File: src/rtl/cic_pkg.sv
// Shared definitions for the CIC configuration controller: FSM state
// encoding, field widths and the legal-decimation-factor check.
package cic_pkg;

    // Decimation factors run from 2^0 to 2^DEC_WIDTH, so the factor field
    // is DEC_WIDTH+1 bits wide.
    localparam int DEC_WIDTH = 4;

    // Width of the flush down-counter (FLUSH_CYCLES tops out at 15).
    localparam int FLUSH_CNT_WIDTH = 4;

    typedef enum logic [1:0] {
        ST_RUN    = 2'd0,
        ST_FLUSH  = 2'd1,
        ST_WARMUP = 2'd2
    } cic_state_e;

    // Only the powers of two that the CIC supports are accepted.
    function automatic logic is_legal_dec(input logic [DEC_WIDTH:0] factor);
        logic ok;
        case (factor)
            5'd1, 5'd2, 5'd4, 5'd8, 5'd16: ok = 1'b1;
            default:                       ok = 1'b0;
        endcase
        return ok;
    endfunction

endpackage

File: src/rtl/cic_rst_seq.sv
// Flush sequencer: holds the CIC reset low for FLUSH_CYCLES cycles after a
// start request. cic_rst_n comes straight from a flop so it cannot glitch.
module cic_rst_seq
    import cic_pkg::*;
#(
    parameter int FLUSH_CYCLES = 2
) (
    input  logic clk,
    input  logic rst_n,
    input  logic start,
    output logic cic_rst_n,
    output logic done
);

    localparam logic [FLUSH_CNT_WIDTH-1:0] LOAD_VAL = FLUSH_CNT_WIDTH'(FLUSH_CYCLES - 1);

    logic [FLUSH_CNT_WIDTH-1:0] cnt_r;

    // Final low cycle of the flush window: the reset is released at the next edge.
    assign done = !cic_rst_n && (cnt_r == {FLUSH_CNT_WIDTH{1'b0}});

    // Down-counter and reset flop; a fresh start always reloads the window.
    always_ff @(posedge clk or negedge rst_n) begin
        if (!rst_n) begin
            cnt_r     <= {FLUSH_CNT_WIDTH{1'b0}};
            cic_rst_n <= 1'b0;
        end else if (start) begin
            cnt_r     <= LOAD_VAL;
            cic_rst_n <= 1'b0;
        end else if (!cic_rst_n) begin
            if (cnt_r == {FLUSH_CNT_WIDTH{1'b0}}) begin
                cic_rst_n <= 1'b1;
            end else begin
                cnt_r <= cnt_r - {{(FLUSH_CNT_WIDTH-1){1'b0}}, 1'b1};
            end
        end else begin
            cnt_r <= cnt_r;
        end
    end

endmodule

File: src/rtl/cic_cfg_ctrl.sv
// Configuration controller wrapped around an external CIC decimator.
// Accepts reconfiguration requests, flushes the CIC, discards the warm-up
// outputs and qualifies the result stream.
// Optional feature: define CIC_CTRL_STATUS_EN to add sticky overflow /
// underflow status flags with a clr_status input.
module cic_cfg_ctrl
    import cic_pkg::*;
#(
    parameter int DATA_WIDTH   = 16,
    parameter int Q            = 1,
    parameter int N            = 1,
    parameter int FLUSH_CYCLES = 2,
    parameter int RESET_DEC    = 1
) (
    input  logic                         clk,
    input  logic                         rst_n,
    input  logic                         cfg_valid,
    output logic                         cfg_ready,
    input  logic [DEC_WIDTH:0]           cfg_dec_factor,
    input  logic                         cfg_bypass,
    output logic                         cfg_err,
    input  logic                         in_valid,
    input  logic signed [DATA_WIDTH-1:0] in_data,
    output logic                         in_drop,
    output logic                         cic_valid_in,
    output logic [DATA_WIDTH-1:0]        cic_in,
    output logic [DEC_WIDTH:0]           cic_dec_factor,
    output logic                         cic_bypass,
    output logic                         cic_rst_n,
    input  logic                         cic_valid_out,
    input  logic [DATA_WIDTH-1:0]        cic_out,
    input  logic                         cic_overflow,
    input  logic                         cic_underflow,
    output logic                         out_valid,
    output logic signed [DATA_WIDTH-1:0] out_data,
    output logic                         busy
`ifdef CIC_CTRL_STATUS_EN
    ,
    input  logic                         clr_status,
    output logic                         sticky_ovf,
    output logic                         sticky_unf
`endif
);

    localparam int WARM_PULSES = Q * N;
    localparam int WARM_W      = (WARM_PULSES > 1) ? $clog2(WARM_PULSES) : 1;
    localparam logic [WARM_W-1:0] WARM_LAST = WARM_W'(WARM_PULSES - 1);

    cic_state_e        state_r;
    logic [WARM_W-1:0] warm_cnt_r;
    logic              accept_s;
    logic              legal_s;
    logic              change_s;
    logic              start_s;
    logic              flush_done_s;
    logic              run_s;

    assign run_s     = (state_r == ST_RUN);
    assign cfg_ready = run_s;
    assign busy      = !run_s;
    assign accept_s  = cfg_valid && cfg_ready;
    assign legal_s   = is_legal_dec(cfg_dec_factor);
    assign change_s  = (cfg_dec_factor != cic_dec_factor) || (cfg_bypass != cic_bypass);
    assign start_s   = accept_s && legal_s && change_s;

    // Samples reach the CIC except while it is being flushed; those are dropped.
    assign cic_in       = in_data;
    assign cic_valid_in = in_valid && (state_r != ST_FLUSH);
    assign in_drop      = in_valid && (state_r == ST_FLUSH);

    cic_rst_seq #(
        .FLUSH_CYCLES (FLUSH_CYCLES)
    ) u_rst_seq (
        .clk       (clk),
        .rst_n     (rst_n),
        .start     (start_s),
        .cic_rst_n (cic_rst_n),
        .done      (flush_done_s)
    );

    // Control FSM with its registered configuration and output qualification.
    always_ff @(posedge clk or negedge rst_n) begin
        if (!rst_n) begin
            state_r        <= ST_RUN;
            warm_cnt_r     <= {WARM_W{1'b0}};
            cic_dec_factor <= (DEC_WIDTH+1)'(RESET_DEC);
            cic_bypass     <= 1'b0;
            cfg_err        <= 1'b0;
            out_valid      <= 1'b0;
            out_data       <= {DATA_WIDTH{1'b0}};
        end else begin
            cfg_err   <= accept_s && !legal_s;
            out_valid <= cic_valid_out && run_s;
            if (cic_valid_out && run_s) begin
                out_data <= cic_out;
            end else begin
                out_data <= out_data;
            end
            case (state_r)
                ST_RUN: begin
                    if (start_s) begin
                        cic_dec_factor <= cfg_dec_factor;
                        cic_bypass     <= cfg_bypass;
                        warm_cnt_r     <= {WARM_W{1'b0}};
                        state_r        <= ST_FLUSH;
                    end
                end
                ST_FLUSH: begin
                    // A bypassed CIC has no pipeline to refill.
                    if (flush_done_s) begin
                        state_r <= cic_bypass ? ST_RUN : ST_WARMUP;
                    end
                end
                ST_WARMUP: begin
                    if (cic_valid_out) begin
                        if (warm_cnt_r == WARM_LAST) begin
                            warm_cnt_r <= {WARM_W{1'b0}};
                            state_r    <= ST_RUN;
                        end else begin
                            warm_cnt_r <= warm_cnt_r + {{(WARM_W-1){1'b0}}, 1'b1};
                        end
                    end
                end
                default: begin
                    state_r <= ST_RUN;
                end
            endcase
        end
    end

`ifdef CIC_CTRL_STATUS_EN
    // Sticky status flags: a set in RUN outranks a simultaneous clear.
    always_ff @(posedge clk or negedge rst_n) begin
        if (!rst_n) begin
            sticky_ovf <= 1'b0;
            sticky_unf <= 1'b0;
        end else begin
            if (run_s && cic_overflow) begin
                sticky_ovf <= 1'b1;
            end else if (clr_status) begin
                sticky_ovf <= 1'b0;
            end else begin
                sticky_ovf <= sticky_ovf;
            end
            if (run_s && cic_underflow) begin
                sticky_unf <= 1'b1;
            end else if (clr_status) begin
                sticky_unf <= 1'b0;
            end else begin
                sticky_unf <= sticky_unf;
            end
        end
    end
`else
    logic unused_status_s;
    assign unused_status_s = cic_overflow ^ cic_underflow;
`endif

endmodule
File: config.mk
export PLATFORM = sky130hd
export DESIGN_NAME = cic_cfg_ctrl
export DESIGN_NICKNAME = d
export VERILOG_FILES = /design/src/rtl/cic_pkg.sv /design/src/rtl/cic_rst_seq.sv /design/src/rtl/cic_cfg_ctrl.sv
export SDC_FILE = /design/constraint.sdc
export NUM_CORES = 1
export LEC_CHECK = 0
export CAP_MARGIN = 20
export CELL_PAD_IN_SITES_DETAIL_PLACEMENT = 1
export CELL_PAD_IN_SITES_GLOBAL_PLACEMENT = 2
export CORE_UTILIZATION = 22
export DETAILED_ROUTE_END_ITERATION = 6
export PLACE_DENSITY_LB_ADDON = 0.1
export SLEW_MARGIN = 20
export SYNTH_ARGS = -nofsm -noshare
export SYNTH_HDL_FRONTEND = slang
export SYNTH_SLANG_ARGS = --single-unit
File: constraint.sdc
create_clock -name clk -period 2 [get_ports clk]
set_clock_uncertainty 0.15 [all_clocks]
set_input_delay 0.3 -clock clk [delete_from_list [all_inputs] [get_ports clk]]
set_output_delay 0.3 -clock clk [all_outputs]
set_load 0.02 [all_outputs]
# ---- Yosys cells after proc, flatten, opt, wreduce, memory -nomap -nowiden
# Index checks and enable logic that the tools add are counted.
dict set report word_totals {
  reg_bits 32
  in_bits 45
  output_inout_bits 45
  word_cells 64
}
dict set report classes {
  addsub 2
  n_eq_ne 16
  mux 17
  n_reduce_logical 20
}
# operator count
set ops {}
lappend ops {{two-way mux 4 bit} 3}
lappend ops {{two-way mux 2 bit} 5}
lappend ops {{inequality test 2 bit, second input constant} 5}
lappend ops {{logical AND 1 bit} 8}
lappend ops {{two-way mux 1 bit} 7}
lappend ops {{case mux 2 bit (3 select lines)} 1}
lappend ops {{== test 5 x 1 -> 1 bit, second input constant} 1}
lappend ops {{== test 5 x 2 -> 1 bit, second input constant} 1}
lappend ops {{== test 5 x 3 -> 1 bit, second input constant} 1}
lappend ops {{== test 5 x 4 -> 1 bit, second input constant} 1}
lappend ops {{== test 5 bit, second input constant} 1}
lappend ops {{inequality test 5 bit} 1}
lappend ops {{OR reduction 5 bit} 1}
lappend ops {{zero test 4 bit} 1}
lappend ops {{inequality test 2 x 1 -> 1 bit, second input constant} 2}
lappend ops {{AND reduction 2 bit} 2}
lappend ops {{AND reduction 4 bit} 1}
lappend ops {{subtractor 4 x 1 -> 4 bit, second input constant} 1}
lappend ops {{zero test 1 bit} 3}
lappend ops {{AND reduction 3 bit} 1}
lappend ops {{== test 2 x 1 -> 1 bit, second input constant} 1}
lappend ops {{== test 2 bit, second input constant} 1}
lappend ops {{zero test 2 bit} 1}
lappend ops {{case mux 1 bit (2 select lines)} 1}
lappend ops {{other kinds (4)} 4}

# ---- Logic depth before layout (Yosys ltp)
# Gate-level depths: netlist (run 1).
dict set report depth {
  depth_word 7
  depth_mapped 6
}

# ---- Cells and area by module
# From an unflattened synthesis (run 1), not the netlist that was laid out.
dict set report hier_totals {
  cells_unflattened 127
  area_unflattened_um2 1532.7
}
# mod n_inst cells_each area_each_um2 seq_area_each_um2
set modules_own_cells {}
lappend modules_own_cells {cic_cfg_ctrl 1 99 1249.9 651.9}
lappend modules_own_cells {cic_rst_seq 1 28 282.8 125.1}

# ---- Worst setup path after synthesis (run 1)
# No wires, ideal clock.
dict set report synth_timing {
  path_type {register to register}
  startpoint {register state_r[1]}
  endpoint {register out_data[10]}
  setup_ps 125
  t_arrival_ps 1647
  setup_slack_ps 78
  path_stages_with_launch 6
  path_cell_list {dfrtp_1 -> nor2_1 -> and2_1 -> buf_2 -> buf_4 -> mux2_2}
}
dict set report synth_via {
  elab_chain_len 2
}
# item line_no
set synth_lines {}
lappend synth_lines {{start: declaration} cic_cfg_ctrl.sv:49} ;# cic_state_e state_r;
lappend synth_lines {{start signal: assignment} cic_cfg_ctrl.sv:111} ;# state_r <= cic_bypass ? ST_RUN : ST_WARMUP;
lappend synth_lines {{zero test 2 bit} cic_cfg_ctrl.sv:58} ;# assign run_s = (state_r == ST_RUN);
lappend synth_lines {{via cfg_ready} cic_cfg_ctrl.sv:18} ;# output logic cfg_ready,
lappend synth_lines {{logical AND 1 bit} cic_cfg_ctrl.sv:94} ;# if (cic_valid_out && run_s) begin
lappend synth_lines {{end signal: assignment} cic_cfg_ctrl.sv:90} ;# out_data <= {DATA_WIDTH{1'b0}};
lappend synth_lines {{end signal: assignment} cic_cfg_ctrl.sv:95} ;# out_data <= cic_out;
lappend synth_lines {{end signal: assignment} cic_cfg_ctrl.sv:97} ;# out_data <= out_data;
lappend synth_lines {{end: declaration} cic_cfg_ctrl.sv:35} ;# output logic signed [DATA_WIDTH-1:0] out_data,
# The timed path passes the listed nets, and every way through them passes these cells.
# A chain may end at the register's enable or synchronous reset.

# ---- Worst setup path after layout (run 1)
dict set report layout_timing {
  startpoint {input cfg_dec_factor[3]}
  endpoint {register cic_bypass}
}
dict set report layout_via {
  elab_chain_len 6
  elab_cells_between_ends 12
}
# item line_no
set layout_lines {}
lappend layout_lines {{start: declaration} cic_cfg_ctrl.sv:19} ;# input logic [DEC_WIDTH:0] cfg_dec_factor,
lappend layout_lines {{== test 5 x 1 -> 1 bit, or another cell as far along} cic_pkg.sv:21} ;# case (factor)
lappend layout_lines {{OR reduction 5 bit} cic_pkg.sv:21}
lappend layout_lines {{two-way mux 1 bit} cic_pkg.sv:21}
lappend layout_lines {{logical AND 1 bit} cic_cfg_ctrl.sv:64} ;# assign start_s = accept_s && legal_s && change_s;
lappend layout_lines {{logical AND 1 bit *} cic_cfg_ctrl.sv:64}
lappend layout_lines {{AND reduction 2 bit (no line) *} --}
lappend layout_lines {{end signal: assignment} cic_cfg_ctrl.sv:103} ;# cic_bypass <= cfg_bypass;
lappend layout_lines {{end: declaration} cic_cfg_ctrl.sv:28} ;# output logic cic_bypass,
# Every way passes the cells marked *; elsewhere a longest branch is shown, timed or not.

==> flow_summary.json, run 1 <==
{
  "slowest_stage": "clkdlybuf4s50_1",
  "cp_top_family": "buffers and inverters",
  "synthTopCellsByArea": "dfrtp_1, mux2_2, buf_4",
  "met2_usage": 0.1710,
  "outcome": "completed",
  "maxCapViolations": 0,
  "clock.fmax_mhz": 520.5,
  "die_area_sq_um": 7381,
  "finalCriticalPeriod_ns": 1.921,
  "gr-total-overflow": 0,
  "path_class": "in -> reg",
  "synth_edf_count": 0,
  "p_clk_frac": 0.160,
  "slew_headroom": 0.6989,
  "r2r-start": "cic_bypass",
  "final_util": 0.3370,
  "drt_iter0_markers": 23,
  "setup_viol": 0,
  "synth_nets": 176,
  "cts_setup_buffers": 0,
  "cp_slowest_stage_delay_ns": 0.52,
  "vias": 1137,
  "met3_usage": 0.04042,
  "clk_path_buf_depth": 2,
  "grt_max_degree": 32,
  "synth_top_family_by_area": "multiplexers",
  "io_pins": 90,
  "min_path_type": "in -> async",
  "cp-startpoint": "cfg_dec_factor[3]",
  "dp_hpwl_um": 2802,
  "pwr-share-seq": 0.337,
  "syn_inst": 129,
  "drc": 0,
  "grt_util_met1": 0.1315,
  "synth_compound_area_frac": 0.04685,
  "htree_levels": 2,
  "muxShareOfSynthArea": 0.1599,
  "grt-busiest-layer": "met2",
  "root_buffer": "clkbuf_8",
  "ctsHoldBuffers": 0,
  "cts_tree": "yes",
  "place_congestion": 0.7302,
  "worstMarginPinSlew_ns": 0.4516,
  "yosysWarnings": 0,
  "power_density_nw_per_um2": 1472,
  "fp.coreArea_sq_um": 6794,
  "die_h_um": 85.91,
  "antenna_cells": 0,
  "drive_gt1_frac": 0.2717,
  "cp.required_ns": 2.01,
  "synthXorXnorAreaFrac": 0.05654,
  "rows": 30,
  "ys_ff_latch": 31,
  "critical_path.max_fanout": 4,
  "p_switching_uw": 1231,
  "syn_area_sq_um": 1549,
  "first_pass_iters": 3,
  "synth_top_area_frac": 0.4847,
  "crit_chain": "clkdlybuf4s50_1 > nor4_4 > a22oi_2 > a21oi_4 > and2_4 > mux2_4",
  "viasPerCell": 4.061,
  "synth_top_cell_by_area": "dfrtp_1",
  "wl_per_cell_um": 13.01,
  "track_usage": 0.1077,
  "rsz0062_at_grt": "false",
  "synthSimpleGateAreaFrac": 0.1204,
  "p_leak_uw": 0.0009832,
  "grt_antenna_before_repair": 0,
  "setup_tns_ns": 0,
  "grt_pass1_vias": 1264,
  "power.internal_uw": 2139,
  "ys_seq_area_frac": 0.5016,
  "switching_share": 0.3651,
  "die_w_um": 85.91,
  "synthAdderAreaFrac": 0.01616,
  "hold_viol": 0,
  "power_frac_comb": 0.503,
  "async_flop_share": 1.000,
  "maxSlewViolCount": 0,
  "synth_cell_types": 30,
  "holdWs_ns": 0.2693,
  "numCtsBuffers": 5,
  "grt_pass1_wl_um": 6099,
  "preCtsSetupSlack_ns": -0.3136,
  "nets": 230,
  "postRouteWirelength_um": 3644,
  "numClockSinks": 31,
  "postRouteAntennaNets": 0,
  "cts.clk_slew.worst_paths_ns": 0.07,
  "fin_ws_ns": 0.07867,
  "syn_to_final_growth_pct": 47.82,
  "crit_arrival_ns": 1.94,
  "initial_core_util": 0.2280,
  "end_kind": "register",
  "avgSynthCellArea_sq_um": 12.01,
  "total_power_uw": 3370,
  "fin_crit_sh": 0.9607,
  "yosysMostFrequentCell": "dfrtp_1",
  "ys_dominant_reg_cell": "dfrtp_1",
  "io_buffers": 55,
  "crit_buf_inv": 1,
  "insertion_delay_ns": 0.28,
  "synth_common_cells": "dfrtp_1, mux2_2, buf_4",
  "ir_drop_v": 0.0004398,
  "startpoint_type": "input pin"
}
## power groups by stage
stage	clock network (uW)	registers, uW	logic [uW]
final	540	1140	1690
after floorplan	0	1430	661
after global routing	602	1190	1820
after CTS	564	1150	1730
after global placement	0	1140	1720
after detailed placement	0	1150	1740
## logic make-up after synthesis
| family | count (synthesis) |
|---|---|
| adder cells (fa/ha/maj) | 2 |
| XOR/XNOR | 10 |
| AND/OR/NAND/NOR | 34 |
| flip-flops | 31 |
| buffers and inverters | 23 |
| AO/OA/AOI/OAI | 8 |
| multiplexers | 21 |
## final cells by class
| class | instances | area [sq um] |
|---|---|---|
| Sequential cell | 31 | 777.0 |
| Multi-Input combinational cell | 75 | 630.6 |
| Timing Repair Buffer | 66 | 646.9 |
| Fill cell | 742 | 4504 |
| Clock buffer | 8 | 100.1 |
| Inverter | 4 | 15.01 |
| Tap cell | 96 | 120.1 |
## metal layers
layer / vias up / routed length (um) / share of wire
met4: 0 / 95 / 0.026
met3: 24 / 276 / 0.076
li1: 524 / - / -
met1: 550 / 1484 / 0.41
met5: - / 0 / 0
met2: 39 / 1787 / 0.49
## metrics by stage
step	cell area, sq um	cells
2_1_floorplan	1549	129
3_3_place_gp	2177	272
3_5_place_dp	2177	272
4_1_cts	2273	280
5_1_grt	2290	280
6_report	2290	280
## repair_timing
action,CTS,global route
resized for setup,6,4
pin swaps,1,0
hold endpoints to repair,0,0
endpoints found under the setup margin,8,5
## final timing paths
kind | end | slack, ns | cells after the start
setup / recovery | cic_bypass | 0.08 | 6
hold / removal | out_data[0] | 0.27 | 2
setup reg to reg | u_rst_seq.cnt_r[1] | 0.21 | 6
hold reg to reg | out_data[15] | 0.36 | 1
max in group asynchronous | cic_dec_factor[0] | 1.10 | 2
min in group clk | cic_dec_factor[2] | 0.36 | 2
## layout by cell type, fill, tap and decap left out, types with 3 or more instances in the layout
master,instances
buf_4,10
clkbuf_8,7
clkdlybuf4s50_1,47
dfrtp_1,30
dlygate4sd2_1,5
dlymetal6s2s_1,3
inv_1,4
mux2_2,18
mux2_4,3
nand2_1,7
nor2_1,11
nor3_1,3
xnor2_1,3
xor2_1,7
## sequential cells by signal, summed over array words and instances, names as in the netlist
name and flops:
cic_dec_factor 5, u_rst_seq.cnt_r 4, cfg_err 1, out_data 16
u_rst_seq.cic_rst_n 1, out_valid 1, state_r 2, cic_bypass 1
No activity file was read; power rests on OpenSTA's default activity.
==> inputs of run 2 (changes only) <==
- CTS_CLUSTER_SIZE: unset -> 12
==> results of run 2 <==
No change in the layout: final DEF, timing and power equal those of run 1.
